===== config.mk =====
export PLATFORM = sky130hd
export DESIGN_NAME = mag_cmp_arbiter
export DESIGN_NICKNAME = d
export VERILOG_FILES = /design/src/rtl/mag_cmp_arbiter.sv
export SDC_FILE = /design/constraint.sdc
export NUM_CORES = 1
export LEC_CHECK = 0
export CORE_UTILIZATION = 40
export CTS_CLUSTER_SIZE = 40
export DETAILED_ROUTE_END_ITERATION = 6
export GPL_TIMING_DRIVEN = 0
export PLACE_DENSITY = 0.95
export SETUP_SLACK_MARGIN = 0.4
export SYNTH_ARGS = -nofsm -noshare
export SYNTH_HDL_FRONTEND = slang
export SYNTH_SLANG_ARGS = --single-unit

===== constraint.sdc =====
create_clock -name clk -period 4 [get_ports clk]
set_input_delay 0.4 -clock clk [delete_from_list [all_inputs] [get_ports clk]]
set_output_delay 0.4 -clock clk [all_outputs]
set_load 0.005 [all_outputs]

===== src/rtl/mag_cmp_arbiter.sv =====
// Round-robin arbiter that feeds a one-deep registered magnitude comparator.
// Optional macro MAG_CMP_ARB_SIGNED_EN selects two's-complement comparison.
module mag_cmp_arbiter #(
  parameter  int NREQ  = 4,
  parameter  int WIDTH = 4,
  localparam int IDW   = (NREQ > 1) ? $clog2(NREQ) : 1
) (
  input  logic                  clk,
  input  logic                  rst_n,
  input  logic [NREQ-1:0]       req_valid,
  input  logic [NREQ*WIDTH-1:0] req_a,
  input  logic [NREQ*WIDTH-1:0] req_b,
  output logic [NREQ-1:0]       req_ready,
  output logic                  res_valid,
  output logic [IDW-1:0]        res_id,
  output logic                  eq,
  output logic                  gt,
  output logic                  lt,
  input  logic                  res_ready
);

  typedef enum logic {IDLE, RESULT} state_t;

  state_t           r_state;
  logic [IDW-1:0]   r_ptr;

  logic             w_canAccept;
  logic             w_found;
  logic             w_grant;
  logic [IDW-1:0]   w_winner;
  logic [IDW-1:0]   w_ptrNext;
  logic [IDW:0]     w_idx;
  logic [WIDTH-1:0] w_a;
  logic [WIDTH-1:0] w_b;
  logic             w_eq;
  logic             w_gt;
  logic             w_lt;

  // rst_n gates acceptance so req_ready stays low throughout reset.
  assign w_canAccept = rst_n && ((r_state == IDLE) || res_ready);

  always_comb begin
    w_found  = 1'b0;
    w_winner = '0;
    w_idx    = '0;
    for (int k = 0; k < NREQ; k++) begin
      w_idx = {1'b0, r_ptr} + (IDW+1)'(k);
      if (w_idx >= (IDW+1)'(NREQ)) begin
        w_idx = w_idx - (IDW+1)'(NREQ);
      end
      if (!w_found && req_valid[w_idx[IDW-1:0]]) begin
        w_found  = 1'b1;
        w_winner = w_idx[IDW-1:0];
      end
    end
  end

  assign w_grant   = w_canAccept && w_found;
  assign w_ptrNext = (w_winner == IDW'(NREQ-1)) ? '0 : w_winner + 1'b1;

  always_comb begin
    req_ready = '0;
    if (w_grant) begin
      req_ready[w_winner] = 1'b1;
    end
  end

  assign w_a = req_a[int'(w_winner)*WIDTH +: WIDTH];
  assign w_b = req_b[int'(w_winner)*WIDTH +: WIDTH];

  assign w_eq = (w_a == w_b);
`ifdef MAG_CMP_ARB_SIGNED_EN
  assign w_gt = ($signed(w_a) > $signed(w_b));
  assign w_lt = ($signed(w_a) < $signed(w_b));
`else
  assign w_gt = (w_a > w_b);
  assign w_lt = (w_a < w_b);
`endif

  // A grant always (re)loads the result; RESULT falls back to IDLE only when consumed with no new grant.
  always_ff @(posedge clk or negedge rst_n) begin
    if (!rst_n) begin
      r_state   <= IDLE;
      r_ptr     <= '0;
      res_valid <= 1'b0;
      res_id    <= '0;
      eq        <= 1'b0;
      gt        <= 1'b0;
      lt        <= 1'b0;
    end else if (w_grant) begin
      r_state   <= RESULT;
      r_ptr     <= w_ptrNext;
      res_valid <= 1'b1;
      res_id    <= w_winner;
      eq        <= w_eq;
      gt        <= w_gt;
      lt        <= w_lt;
    end else if ((r_state == RESULT) && res_ready) begin
      r_state   <= IDLE;
      res_valid <= 1'b0;
    end
  end

endmodule


==> impl_metrics.xml, run 1 <==
<?xml version="1.0" encoding="UTF-8"?>
<metrics>
  <group name="pwr">
    <metric name="p_leak" unit="uW">0.000575</metric>
    <metric name="irDropWorstVdd" unit="mV">0.333</metric>
    <metric name="power.density_cell_area" unit="mW/mm^2">473</metric>
  </group>
  <group name="final_layout">
    <metric name="num-fill-cells" unit="">149</metric>
    <metric name="most-common-layout-cells" unit="">sky130_fd_sc_hd__clkdlybuf4s50_1 (48), sky130_fd_sc_hd__nand2_1 (31), sky130_fd_sc_hd__a21oi_1 (9)</metric>
    <metric name="drive_above_1_share" unit="">0.0828</metric>
    <metric name="final_common_cell" unit="">sky130_fd_sc_hd__clkdlybuf4s50_1</metric>
    <metric name="finish.net_count" unit="">206</metric>
    <metric name="diodes" unit="">0</metric>
    <metric name="final_core_utilization" unit="">0.744</metric>
    <metric name="final_design_area_no_fill" unit="sq mm">0.00134</metric>
    <metric name="layoutNonFillerInstCount" unit="">182</metric>
    <metric name="flow.area_growth_from_synthesis" unit="%">66.3</metric>
  </group>
  <group name="clocking">
    <metric name="buffers_from_clock_root_to_sink_at_most" unit="">2</metric>
    <metric name="tritoncts" unit="">done</metric>
    <metric name="setup_buffers_after_cts" unit="">0</metric>
    <metric name="cts-hold-fix-buffers" unit="">0</metric>
    <metric name="clock_pin_slew_worst_setup_and_hold_paths" unit="ns">0.05</metric>
    <metric name="htree_levels" unit="">1</metric>
    <metric name="cts_resized" unit="">0</metric>
    <metric name="tritoncts.num_buffers" unit="">3</metric>
    <metric name="cts_root_buffer" unit="">sky130_fd_sc_hd__clkbuf_4</metric>
    <metric name="cts.sinks" unit="">8</metric>
    <metric name="clkLatencyLatePin" unit="ns">0.25</metric>
  </group>
  <group name="route">
    <metric name="drtAntennaViolNets" unit="">0</metric>
    <metric name="via_count" unit="">918</metric>
    <metric name="dr_vias_cell" unit="">5.04</metric>
    <metric name="totalWireLength" unit="microns">2190</metric>
    <metric name="post-route-drc-count" unit="">0</metric>
    <metric name="wl_per_cell" unit="microns">12.1</metric>
    <metric name="drt_pass1_iterations" unit="">4</metric>
    <metric name="drtIter0Drc" unit="">16</metric>
  </group>
  <group name="worst_setup_path">
    <metric name="timing.critical_path.slowest_stage_cell" unit="">sky130_fd_sc_hd__clkdlybuf4s50_1</metric>
    <metric name="timing.critical_path.slowest_cell_delay" unit="ns">0.52</metric>
    <metric name="setup.worst_path.start_class" unit="">primary input</metric>
    <metric name="cp_data_arrival_time" unit="ns">2.69</metric>
    <metric name="critical_path.n_buffers_inverters" unit="">4</metric>
    <metric name="cp_top_family" unit="">buffers and inverters</metric>
    <metric name="worst_ep_required_time" unit="ns">3.60</metric>
    <metric name="worst_path_most_repeated_cell" unit="">sky130_fd_sc_hd__clkdlybuf4s50_1</metric>
    <metric name="worstPathCellList" unit="">clkdlybuf4s50_1, nor3b_1, a211oi_1, nor2_2, buf_2, ha_1, inv_1, nor2_1, clkdlybuf4s50_1</metric>
    <metric name="crit_path_start" unit="">req_valid[1]</metric>
    <metric name="worstReg2RegStart" unit="">r_ptr[1]</metric>
    <metric name="worstPathMaxFanout" unit="">11</metric>
    <metric name="worst-setup-path-type" unit="">primary input to output pin</metric>
    <metric name="endpoint_type_of_the_worst_setup_path" unit="">output pin</metric>
  </group>
  <group name="synth">
    <metric name="post_synth_instance_area" unit="sq um">806</metric>
    <metric name="synth_warnings" unit="">0</metric>
    <metric name="mappedNetlistNets" unit="">153</metric>
    <metric name="synth.avg_cell_area" unit="sq um">7.60</metric>
    <metric name="yosys_register_bits" unit="">8</metric>
    <metric name="gate_count_of_the_mapped_netlist" unit="">106</metric>
    <metric name="synthTopCellsByArea" unit="">sky130_fd_sc_hd__dfrtp_1 (25%), sky130_fd_sc_hd__nand2_1 (14%), sky130_fd_sc_hd__ha_1 (12%), sky130_fd_sc_hd__a21oi_1 (5.6%), sky130_fd_sc_hd__a32o_1 (5.0%)</metric>
    <metric name="synth_top_area_share" unit="">0.248</metric>
    <metric name="synth_cell_type_count" unit="">26</metric>
    <metric name="synth_area_leader_cell" unit="">sky130_fd_sc_hd__dfrtp_1</metric>
    <metric name="synth-seq-area-share" unit="">0.248</metric>
  </group>
  <group name="timing">
    <metric name="max_slew_margin" unit="">0.739</metric>
    <metric name="final-max-slew-violation-count" unit="">0</metric>
    <metric name="min_tclk_post_route" unit="ns">3.09</metric>
    <metric name="final_hold_violation_count" unit="">0</metric>
    <metric name="worst_slack" unit="ns">0.907</metric>
    <metric name="grt_setup_unrepaired" unit="">no</metric>
    <metric name="timing.clock.skew" unit="ns">0.00407</metric>
    <metric name="total_neg_setup_slack" unit="ns">0</metric>
    <metric name="timing_worst_slew_pin_value" unit="ns">0.390</metric>
    <metric name="layout_worst_path_cycle_share" unit="">0.773</metric>
    <metric name="report.final.setup_viol" unit="">0</metric>
    <metric name="clock.fmax" unit="GHz">0.323</metric>
  </group>
  <group name="status">
    <metric name="outcome" unit="">finished clean</metric>
  </group>
  <group name="grt">
    <metric name="grt_pass1_vias" unit="">816</metric>
    <metric name="grt_antenna_before_repair" unit="">0</metric>
    <metric name="grt_max_degree" unit="">12</metric>
    <metric name="grt_usage" unit="">0.211</metric>
    <metric name="globalRouteOverflowTotal" unit="">0</metric>
    <metric name="grt_first_pass_wirelength" unit="microns">3320</metric>
  </group>
  <group name="placed_design">
    <metric name="pre_cts_ws" unit="ns">0.899</metric>
    <metric name="gp_routability_congestion" unit="">0.722</metric>
    <metric name="dpl.hpwl" unit="microns">1800</metric>
    <metric name="port-buffer-count" unit="">48</metric>
    <metric name="dp.cells" unit="">179</metric>
    <metric name="placedInstanceArea" unit="sq mm">0.00132</metric>
  </group>
  <group name="die">
    <metric name="initial_utilization" unit="">0.447</metric>
    <metric name="io-pin-count" unit="">49</metric>
    <metric name="die_height" unit="microns">46.9</metric>
    <metric name="die_w" unit="microns">46.9</metric>
    <metric name="fp.dieArea" unit="sq mm">0.00220</metric>
    <metric name="core.rowCount" unit="">15</metric>
    <metric name="placeableCoreArea" unit="sq mm">0.00180</metric>
  </group>
  <group name="flow_run">
    <metric name="cap_viol_max_count" unit="">0</metric>
  </group>
  <group name="min_path">
    <metric name="worstHoldPathType" unit="">primary input to async pin</metric>
  </group>
</metrics>
[sequential cells by signal, summed over array words and instances, names as in the netlist]
name / flops
res_id: 2
eq: 1
r_ptr: 2
r_state: 1
gt: 1
lt: 1
[synth_stat cells, drive strengths merged]
library cell / instances
nand2: 31
a21oi: 9
dfrtp: 8
ha: 8
nor2: 7
buf: 6
nand2b: 6
inv: 5
o21ai: 5
a32o: 4
a32oi: 4
mux2: 2
a211oi: 1
a21o: 1
and3: 1
clkinv: 1
mux2i: 1
nand3b: 1
nand4: 1
nor2b: 1
nor3b: 1
o31ai: 1
o41ai: 1
[power by group]
group          leakage [uW]  switching, uW  internal (uW)
clock network     0.0000138           25.9           34.2
logic              0.000464            204            233
registers         0.0000977           23.5            113
total              0.000575            254            380
[metal layers]
metal  vias up  track usage  routed length [microns]  share of wire
li1        469            -                        -              -
met5         -            0                        0              0
met2        27        0.389                     1120           0.51
met1       420        0.245                      951           0.43
met3         2       0.0538                      104          0.047
met4         0       0.0457                       15         0.0068
[per-stage QoR]
step                      power [uW]  hold WS (ns)
after global routing             701         0.451
after floorplan                  417         0.104
final                            634         0.440
after global placement           560         0.465
after detailed placement         575         0.473
after CTS                        639         0.441
[kinds of logic after synthesis]
group                    Yosys count  synth area share
AO/OA/AOI/OAI                     26             0.219
adder cells (fa/ha/maj)            8             0.124
buffers and inverters             12            0.0994
flip-flops                         8             0.248
multiplexers                       3            0.0404
AND/OR/NAND/NOR                   49             0.269
[final timing paths]
check                      slack, ns            to  cells after the start
max in group asynchronous       3.28      r_ptr[1]                      1
setup reg to reg                1.41            lt                     11
hold / removal                  0.44            eq                      1
min in group clk                0.48     res_id[1]                      2
setup / recovery                0.91  req_ready[3]                      9
hold reg to reg                 0.48     res_id[1]                      2
[cell type report]
type | instances | area [sq um] | area share
Sequential cell | 8 | 200 | 0.149
Timing Repair Buffer | 48 | 480 | 0.359
Buffer | 6 | 52.6 | 0.0392
Clock buffer | 3 | 22.5 | 0.0168
Multi-Input combinational cell | 86 | 526 | 0.392
Inverter | 6 | 27.5 | 0.0205
Tap cell | 25 | 31.3 | 0.0233
No activity file was read; power rests on OpenSTA's default activity.
==> inputs of run 2 (changes only) <==
--- a/config.mk
+++ b/config.mk
@@ -5,11 +5,11 @@
 export SDC_FILE = /design/constraint.sdc
 export NUM_CORES = 1
 export LEC_CHECK = 0
-export CORE_UTILIZATION = 40
+export CORE_UTILIZATION = 37
 export CTS_CLUSTER_SIZE = 40
 export DETAILED_ROUTE_END_ITERATION = 6
 export GPL_TIMING_DRIVEN = 0
-export PLACE_DENSITY = 0.95
+export PLACE_DENSITY = 0.91
 export SETUP_SLACK_MARGIN = 0.4
 export SYNTH_ARGS = -nofsm -noshare
 export SYNTH_HDL_FRONTEND = slang
==> constraint.sdc (replaced) <==
create_clock -name clk -period 3.1 [get_ports clk]
set_input_delay 0.31 -clock clk [delete_from_list [all_inputs] [get_ports clk]]
set_output_delay 0.31 -clock clk [all_outputs]
set_load 0.005 [all_outputs]
==> run 2 against run 1 <==
Against the previous run:
- count of clock-buffer cells in the layout is the same
- critical path depth grew 1
- combinational power grew 50%
- largest power group unchanged
- first-iteration DRC count grew 38%
- clock skew grew 0.0064 ns
- routed wire length grew 19%
- global-route usage shrank 0.63 points
- sequential cell count is the same
- total power grew 45%
- final cell count grew 4.4%
- highest routed layer unchanged
- clock power grew 36%
==> impl_metrics.xml, run 2 (same netlist as run 1, synthesis figures left out) <==
<?xml version="1.0" encoding="UTF-8"?>
<metrics>
  <group name="timing">
    <metric name="final_hold_violation_count" unit="">0</metric>
    <metric name="layout_worst_path_cycle_share" unit="">0.840</metric>
    <metric name="hold_ws" unit="ns">0.362</metric>
    <metric name="report.final.setup_viol" unit="">0</metric>
    <metric name="max_slew_margin" unit="">0.780</metric>
    <metric name="timing.clock.skew" unit="ns">0.0105</metric>
    <metric name="total_neg_setup_slack" unit="ns">0</metric>
    <metric name="min_tclk_post_route" unit="ns">2.60</metric>
    <metric name="grt_setup_unrepaired" unit="">yes</metric>
    <metric name="timing_worst_slew_pin_value" unit="ns">0.326</metric>
    <metric name="final-max-slew-violation-count" unit="">0</metric>
    <metric name="clock.fmax" unit="GHz">0.384</metric>
  </group>
  <group name="status">
    <metric name="outcome" unit="">finished clean</metric>
  </group>
  <group name="die">
    <metric name="placeableCoreArea" unit="sq mm">0.00200</metric>
    <metric name="fp.dieArea" unit="sq mm">0.00237</metric>
    <metric name="io-pin-count" unit="">49</metric>
    <metric name="initial_utilization" unit="">0.403</metric>
    <metric name="die_w" unit="microns">48.7</metric>
    <metric name="core.rowCount" unit="">16</metric>
    <metric name="die_height" unit="microns">48.7</metric>
  </group>
  <group name="route">
    <metric name="drtIter0Drc" unit="">22</metric>
    <metric name="wl_per_cell" unit="microns">13.8</metric>
    <metric name="totalWireLength" unit="microns">2620</metric>
    <metric name="post-route-drc-count" unit="">0</metric>
    <metric name="dr_vias_cell" unit="">5.24</metric>
    <metric name="drtAntennaViolNets" unit="">0</metric>
    <metric name="drt_pass1_iterations" unit="">4</metric>
    <metric name="via_count" unit="">996</metric>
  </group>
  <group name="worst_setup_path">
    <metric name="cp_data_arrival_time" unit="ns">2.29</metric>
    <metric name="worst-path-stages" unit="">10</metric>
    <metric name="timing.critical_path.slowest_stage_cell" unit="">sky130_fd_sc_hd__clkdlybuf4s50_1</metric>
    <metric name="worst_ep_required_time" unit="ns">2.79</metric>
    <metric name="worst-setup-path-type" unit="">primary input to output pin</metric>
    <metric name="worstReg2RegStart" unit="">r_ptr[1]</metric>
    <metric name="rrSetupSlack" unit="ns">0.51</metric>
    <metric name="worstReg2RegEnd" unit="">lt</metric>
    <metric name="critical_path.n_buffers_inverters" unit="">5</metric>
    <metric name="setup.worst_path.start_class" unit="">primary input</metric>
    <metric name="endpoint_type_of_the_worst_setup_path" unit="">output pin</metric>
    <metric name="worstPathMaxFanout" unit="">8</metric>
    <metric name="worstPathCellList" unit="">clkdlybuf4s50_1, nor3b_2, a211oi_2, nor2_2, buf_4, inv_1, ha_1, inv_1, nor2_1, clkdlybuf4s50_1</metric>
    <metric name="cp_top_family" unit="">buffers and inverters</metric>
    <metric name="r2r.worst_path.cells" unit="">14</metric>
    <metric name="timing.critical_path.slowest_cell_delay" unit="ns">0.55</metric>
  </group>
  <group name="grt">
    <metric name="grt_pass1_vias" unit="">928</metric>
    <metric name="globalRouteOverflowTotal" unit="">0</metric>
    <metric name="grt_max_degree" unit="">12</metric>
    <metric name="grt_usage" unit="">0.205</metric>
    <metric name="grt_first_pass_wirelength" unit="microns">3810</metric>
    <metric name="grt_antenna_before_repair" unit="">0</metric>
  </group>
  <group name="final_layout">
    <metric name="finish.net_count" unit="">212</metric>
    <metric name="final_core_utilization" unit="">0.716</metric>
    <metric name="most-common-layout-cells" unit="">sky130_fd_sc_hd__clkdlybuf4s50_1 (43), sky130_fd_sc_hd__nand2_1 (31), sky130_fd_sc_hd__a21oi_1 (8), sky130_fd_sc_hd__ha_1 (8), sky130_fd_sc_hd__dfrtp_1 (7)</metric>
    <metric name="diodes" unit="">0</metric>
    <metric name="flow.area_growth_from_synthesis" unit="%">78.0</metric>
    <metric name="num-fill-cells" unit="">156</metric>
    <metric name="drive_above_1_share" unit="">0.135</metric>
    <metric name="layoutNonFillerInstCount" unit="">190</metric>
    <metric name="largestRegisters" unit="">r_ptr x2, res_id x2</metric>
    <metric name="final_common_cell" unit="">sky130_fd_sc_hd__clkdlybuf4s50_1</metric>
  </group>
  <group name="clocking">
    <metric name="cts_root_buffer" unit="">sky130_fd_sc_hd__clkbuf_4</metric>
    <metric name="cts.sinks" unit="">8</metric>
    <metric name="tritoncts" unit="">done</metric>
    <metric name="htree_levels" unit="">1</metric>
    <metric name="clock_pin_slew_worst_setup_and_hold_paths" unit="ns">0.06</metric>
    <metric name="buffers_from_clock_root_to_sink_at_most" unit="">2</metric>
    <metric name="tritoncts.num_buffers" unit="">3</metric>
    <metric name="clkLatencyLatePin" unit="ns">0.26</metric>
  </group>
  <group name="pwr">
    <metric name="p_leak" unit="uW">0.000669</metric>
    <metric name="design_power_total" unit="uW">922</metric>
    <metric name="power.density_cell_area" unit="mW/mm^2">643</metric>
    <metric name="irDropWorstVdd" unit="mV">0.384</metric>
  </group>
  <group name="min_path">
    <metric name="worst_hold_path.endpoint" unit="">r_state</metric>
    <metric name="min_delay_startpoint" unit="">rst_n</metric>
    <metric name="worst_hold_path.num_cells" unit="">3</metric>
    <metric name="worstHoldPathType" unit="">primary input to flip-flop</metric>
  </group>
  <group name="placed_design">
    <metric name="dpl.hpwl" unit="microns">1810</metric>
    <metric name="dp.cells" unit="">181</metric>
    <metric name="gp_routability_congestion" unit="">0.736</metric>
    <metric name="port-buffer-count" unit="">48</metric>
  </group>
  <group name="flow_run">
    <metric name="cap_viol_max_count" unit="">0</metric>
  </group>
</metrics>
==> run 2: cell count changes in the layout (fill, tap and decap cells not counted), moves of 2 or more <==
cell / change
sky130_fd_sc_hd__dlymetal6s2s_1: +5
sky130_fd_sc_hd__clkdlybuf4s50_1: -5
sky130_fd_sc_hd__buf_4: +4
sky130_fd_sc_hd__dlygate4sd3_1: +2
==> run 2: worst max-delay path by stage <==
| stage | end | slack (ns) | start |
|---|---|---|---|
| CTS | req_ready[0] | 0.37 | req_valid[3] |
| global route | req_ready[3] | 0.37 | req_valid[1] |
| detailed placement | lt | 0.08 | req_valid[1] |
| finish | req_ready[1] | 0.50 | req_valid[1] |
| floorplan | gt | 0.78 | r_ptr[1] |
| global placement | gt | 0.17 | req_valid[1] |
==> run 2: power by group <==
group / switching, uW / internal, uW / total, uW
clock network: 37.6 / 44.5 / 82.1
registers: 37.0 / 147 / 184
logic: 309 / 347 / 656
==> run 2: worst reg2reg max path: cells and delay by family (launching register included) <==
| kind | cells | cell delay [ns] |
|---|---|---|
| AND/OR/NAND/NOR | 5 | 0.61 |
| flip-flops | 1 | 0.45 |
| AO/OA/AOI/OAI | 4 | 0.68 |
| adder cells (fa/ha/maj) | 1 | 0.27 |
| buffers and inverters | 3 | 0.35 |
| multiplexers | 1 | 0.17 |
==> run 2: layer usage <==
metal	part of all wire	track usage	up-vias	routed length (microns)
li1	-	-	482	-
met1	0.40	0.227	467	1040
met2	0.53	0.396	43	1390
met3	0.055	0.0346	4	145
met4	0.015	0.0539	0	40
met5	0	0	-	0
==> run 2: cell type report <==
class,instances,area [sq um],share of cell area
multi-input cells,86,547,0.381
repair buffers,54,543,0.379
flip-flops and latches,8,201,0.140
plain buffers,6,58.8,0.0410
well taps,27,33.8,0.0236
inverters,6,27.5,0.0192
clock buffers,3,22.5,0.0157
==> run 2: stage by stage <==
step	instance area (sq um)	setup slack, ns
detailed placement	1320	0.0771
floorplan	806	0.776
global placement	1320	0.175
global route	1430	0.373
CTS	1350	0.374
finish	1430	0.497
==> run 2: what timing repair did <==
item | in CTS | in global routing
setup buffers | 1 | 3
resized for setup | 1 | 12
hold buffers | 0 | 2
pin swaps | 1 | 1
endpoints found under the setup margin | 4 | 6
hold endpoints to repair | 0 | 4
==> inputs of run 3 (changes only) <==
--- a/config.mk
+++ b/config.mk
@@ -5,11 +5,11 @@
 export SDC_FILE = /design/constraint.sdc
 export NUM_CORES = 1
 export LEC_CHECK = 0
-export CORE_UTILIZATION = 37
+export CORE_UTILIZATION = 33
 export CTS_CLUSTER_SIZE = 40
 export DETAILED_ROUTE_END_ITERATION = 6
 export GPL_TIMING_DRIVEN = 0
-export PLACE_DENSITY = 0.91
+export PLACE_DENSITY = 0.86
 export SETUP_SLACK_MARGIN = 0.4
 export SYNTH_ARGS = -nofsm -noshare
 export SYNTH_HDL_FRONTEND = slang
==> constraint.sdc (replaced) <==
create_clock -name clk -period 2.2 [get_ports clk]
set_input_delay 0.22 -clock clk [delete_from_list [all_inputs] [get_ports clk]]
set_output_delay 0.22 -clock clk [all_outputs]
set_load 0.005 [all_outputs]
==> run 3 against run 2 <==
Against the previous run:
- the flow now finishes with violations (setup timing)
- worst hold slack better by 0.017 ns
- via count grew 6.9%
- critical path type is now flip-flop to flip-flop
- sequential power grew 37%
- non-clock buffer count rose by 16
- count of clock-buffer cells in the layout did not move
- first-iteration DRC count shrank 27%
==> impl_metrics.xml, run 3 (same netlist as run 1, synthesis figures left out) <==
<?xml version="1.0" encoding="UTF-8"?>
<metrics>
  <group name="timing">
    <metric name="final-max-slew-violation-count" unit="">0</metric>
    <metric name="timing_worst_slew_pin_value" unit="ns">0.292</metric>
    <metric name="grt_setup_unrepaired" unit="">yes</metric>
    <metric name="final_hold_violation_count" unit="">0</metric>
    <metric name="report.final.setup_viol" unit="">5</metric>
    <metric name="max_slew_margin" unit="">0.803</metric>
    <metric name="worst_slack" unit="ns">-0.282</metric>
    <metric name="layout_worst_path_cycle_share" unit="">1.13</metric>
    <metric name="timing.clock.skew" unit="ns">0.00739</metric>
    <metric name="min_tclk_post_route" unit="ns">2.48</metric>
    <metric name="clock.fmax" unit="GHz">0.403</metric>
  </group>
  <group name="route">
    <metric name="drt_pass1_iterations" unit="">4</metric>
    <metric name="post-route-drc-count" unit="">0</metric>
    <metric name="dr_vias_cell" unit="">5.14</metric>
    <metric name="totalWireLength" unit="microns">3370</metric>
    <metric name="via_count" unit="">1065</metric>
    <metric name="drtAntennaViolNets" unit="">0</metric>
    <metric name="wl_per_cell" unit="microns">16.3</metric>
    <metric name="drtIter0Drc" unit="">16</metric>
  </group>
  <group name="pwr">
    <metric name="power.density_cell_area" unit="mW/mm^2">1030</metric>
    <metric name="cell_internal_pwr" unit="uW">1030</metric>
    <metric name="irDropWorstVdd" unit="mV">0.632</metric>
    <metric name="power_frac_seq" unit="">0.147</metric>
    <metric name="switchingPower" unit="uW">690</metric>
    <metric name="p_clk_frac" unit="">0.068</metric>
    <metric name="p_leak" unit="uW">0.000733</metric>
    <metric name="comb_power_share" unit="">0.785</metric>
    <metric name="netSwitchingFraction" unit="">0.402</metric>
  </group>
  <group name="grt">
    <metric name="grt_usage" unit="">0.210</metric>
    <metric name="grt_max_degree" unit="">12</metric>
    <metric name="globalRouteOverflowTotal" unit="">0</metric>
    <metric name="grt_first_pass_wirelength" unit="microns">4150</metric>
    <metric name="grt_pass1_vias" unit="">1001</metric>
    <metric name="grt_antenna_before_repair" unit="">0</metric>
  </group>
  <group name="worst_setup_path">
    <metric name="worstReg2RegEnd" unit="">lt</metric>
    <metric name="cp_top_family" unit="">simple AND/OR/NAND/NOR gates</metric>
    <metric name="endpoint_type_of_the_worst_setup_path" unit="">flip-flop</metric>
    <metric name="timing.critical_path.slowest_cell_delay" unit="ns">0.44</metric>
    <metric name="rrSetupSlack" unit="ns">-0.28</metric>
    <metric name="worstPathMaxFanout" unit="">5</metric>
    <metric name="timing.critical_path.slowest_stage_cell" unit="">sky130_fd_sc_hd__dfrtp_2</metric>
    <metric name="r2r.worst_path.cells" unit="">13</metric>
    <metric name="setup.worst_path.start_class" unit="">flip-flop</metric>
    <metric name="critical_path.n_buffers_inverters" unit="">2</metric>
    <metric name="worstReg2RegStart" unit="">r_ptr[1]</metric>
    <metric name="worst_ep_required_time" unit="ns">2.34</metric>
    <metric name="worst-setup-path-type" unit="">flip-flop to flip-flop</metric>
    <metric name="cp_data_arrival_time" unit="ns">2.62</metric>
    <metric name="worstPathCellList" unit="">buf_4, nor3b_2, a211oi_2, nor2_2, buf_6, a21oi_1, a32o_1, ha_1, nor2b_4, o21ai_2, nand2b_1, a21oi_2, mux2_4</metric>
  </group>
  <group name="min_path">
    <metric name="worst_hold_path.num_cells" unit="">3</metric>
    <metric name="worst_hold_path.endpoint" unit="">r_state</metric>
    <metric name="worstHoldPathType" unit="">primary input to flip-flop</metric>
    <metric name="min_delay_startpoint" unit="">rst_n</metric>
  </group>
  <group name="status">
    <metric name="violations" unit="">setup timing</metric>
    <metric name="outcome" unit="">finished, violations left</metric>
  </group>
  <group name="die">
    <metric name="initial_utilization" unit="">0.357</metric>
    <metric name="die_w" unit="microns">51.4</metric>
    <metric name="placeableCoreArea" unit="sq mm">0.00225</metric>
    <metric name="fp.dieArea" unit="sq mm">0.00264</metric>
    <metric name="io-pin-count" unit="">49</metric>
    <metric name="die_height" unit="microns">51.4</metric>
    <metric name="core.rowCount" unit="">17</metric>
  </group>
  <group name="placed_design">
    <metric name="gp_routability_congestion" unit="">0.739</metric>
    <metric name="port-buffer-count" unit="">48</metric>
    <metric name="placedInstanceArea" unit="sq mm">0.00133</metric>
    <metric name="dpl.hpwl" unit="microns">1900</metric>
    <metric name="pre_cts_ws" unit="ns">-0.616</metric>
  </group>
  <group name="flow_run">
    <metric name="cap_viol_max_count" unit="">0</metric>
  </group>
  <group name="clocking">
    <metric name="cts_root_buffer" unit="">sky130_fd_sc_hd__clkbuf_4</metric>
    <metric name="buffers_from_clock_root_to_sink_at_most" unit="">2</metric>
    <metric name="tritoncts" unit="">done</metric>
    <metric name="tritoncts.num_buffers" unit="">3</metric>
    <metric name="cts.sinks" unit="">8</metric>
    <metric name="htree_levels" unit="">1</metric>
    <metric name="clkLatencyLatePin" unit="ns">0.26</metric>
    <metric name="clock_pin_slew_worst_setup_and_hold_paths" unit="ns">0.06</metric>
  </group>
  <group name="final_layout">
    <metric name="most-common-layout-cells" unit="">sky130_fd_sc_hd__clkdlybuf4s50_1 (40), sky130_fd_sc_hd__nand2_1 (29), sky130_fd_sc_hd__buf_4 (15)</metric>
    <metric name="finish.net_count" unit="">228</metric>
    <metric name="largestRegisters" unit="">r_ptr x2, res_id x2</metric>
    <metric name="final_common_cell" unit="">sky130_fd_sc_hd__clkdlybuf4s50_1</metric>
    <metric name="diodes" unit="">0</metric>
    <metric name="drive_above_1_share" unit="">0.330</metric>
    <metric name="final_design_area_no_fill" unit="sq mm">0.00166</metric>
    <metric name="flow.area_growth_from_synthesis" unit="%">106</metric>
  </group>
</metrics>
-- run 3: cell types whose count changed in the layout (fill, tap and decap cells not counted), sizes merged --
cell / previous run / this run
clkbuf: 3 / 4
buf: 10 / 29
dlymetal6s2s: 5 / 0
dlygate4sd2: 0 / 4
clkdlybuf4s50: 43 / 40
-- run 3: repair_timing --
action,in CTS,in global routing
resized for setup,35,21
hold buffers,2,0
buffers inserted,10,10
hold endpoints to repair,4,0
setup endpoints to repair,9,8
pin swaps,14,12
-- run 3: area by class of cell --
class	instances	area (sq um)
inverters	6	35.0
plain buffers	6	65.1
flip-flops and latches	8	201
multi-input cells	86	642
repair buffers	70	661
well taps	28	35.0
clock buffers	3	22.5
fillers	170	593
-- run 3: worst max path at each step --
stage | slack, ns | end | start | cells past startpoint
after CTS | -0.26 | lt | r_ptr[1] | 14
after detailed placement | -0.62 | lt | req_valid[3] | 12
after global routing | -0.35 | lt | r_ptr[1] | 13
after floorplan | -0.07 | lt | r_ptr[1] | 13
after global placement | -0.56 | lt | req_valid[1] | 12
final | -0.28 | lt | r_ptr[1] | 13
-- run 3: routing by layer --
layer  part of all wire  GRT usage  vias to the layer above  wire, microns
met4              0.037     0.0541                        0            126
met1               0.36      0.256                      495           1220
met3              0.040     0.0506                       12            136
li1                   -          -                      514              -
met5                  0          0                        -              0
met2               0.56      0.366                       44           1890
-- run 3: stage by stage --
step / cells / util / power [uW] / setup TNS (ns) / hold slack (ns)
after floorplan: 106 / - / 785 / -0.116 / -0.0756
after global placement: 182 / 0.588 / 1050 / -2.74 / 0.474
after detailed placement: 182 / 0.588 / 1090 / -2.97 / 0.482
after CTS: 197 / 0.661 / 1380 / -0.620 / 0.383
after global routing: 207 / 0.737 / 1810 / -1.19 / 0.398
final: 207 / 0.737 / 1720 / -0.774 / 0.379
-- run 3: worst reg2reg max path: cells and delay by family, from the launching register on --
kind | cells | cell delay [ns]
simple gates | 4 | 0.57
compound gates | 5 | 0.47
flops | 1 | 0.44
fa+ha+maj | 1 | 0.31
buf+inv | 2 | 0.29
mux | 1 | 0.27
-- run 3: power by group through the flow --
stage	sequential [uW]	combinational (uW)	clock, uW
after floorplan	247	537	0
after global placement	249	801	0
after detailed placement	254	838	0
final	252	1350	117
after CTS	257	1000	115
after global routing	258	1430	129
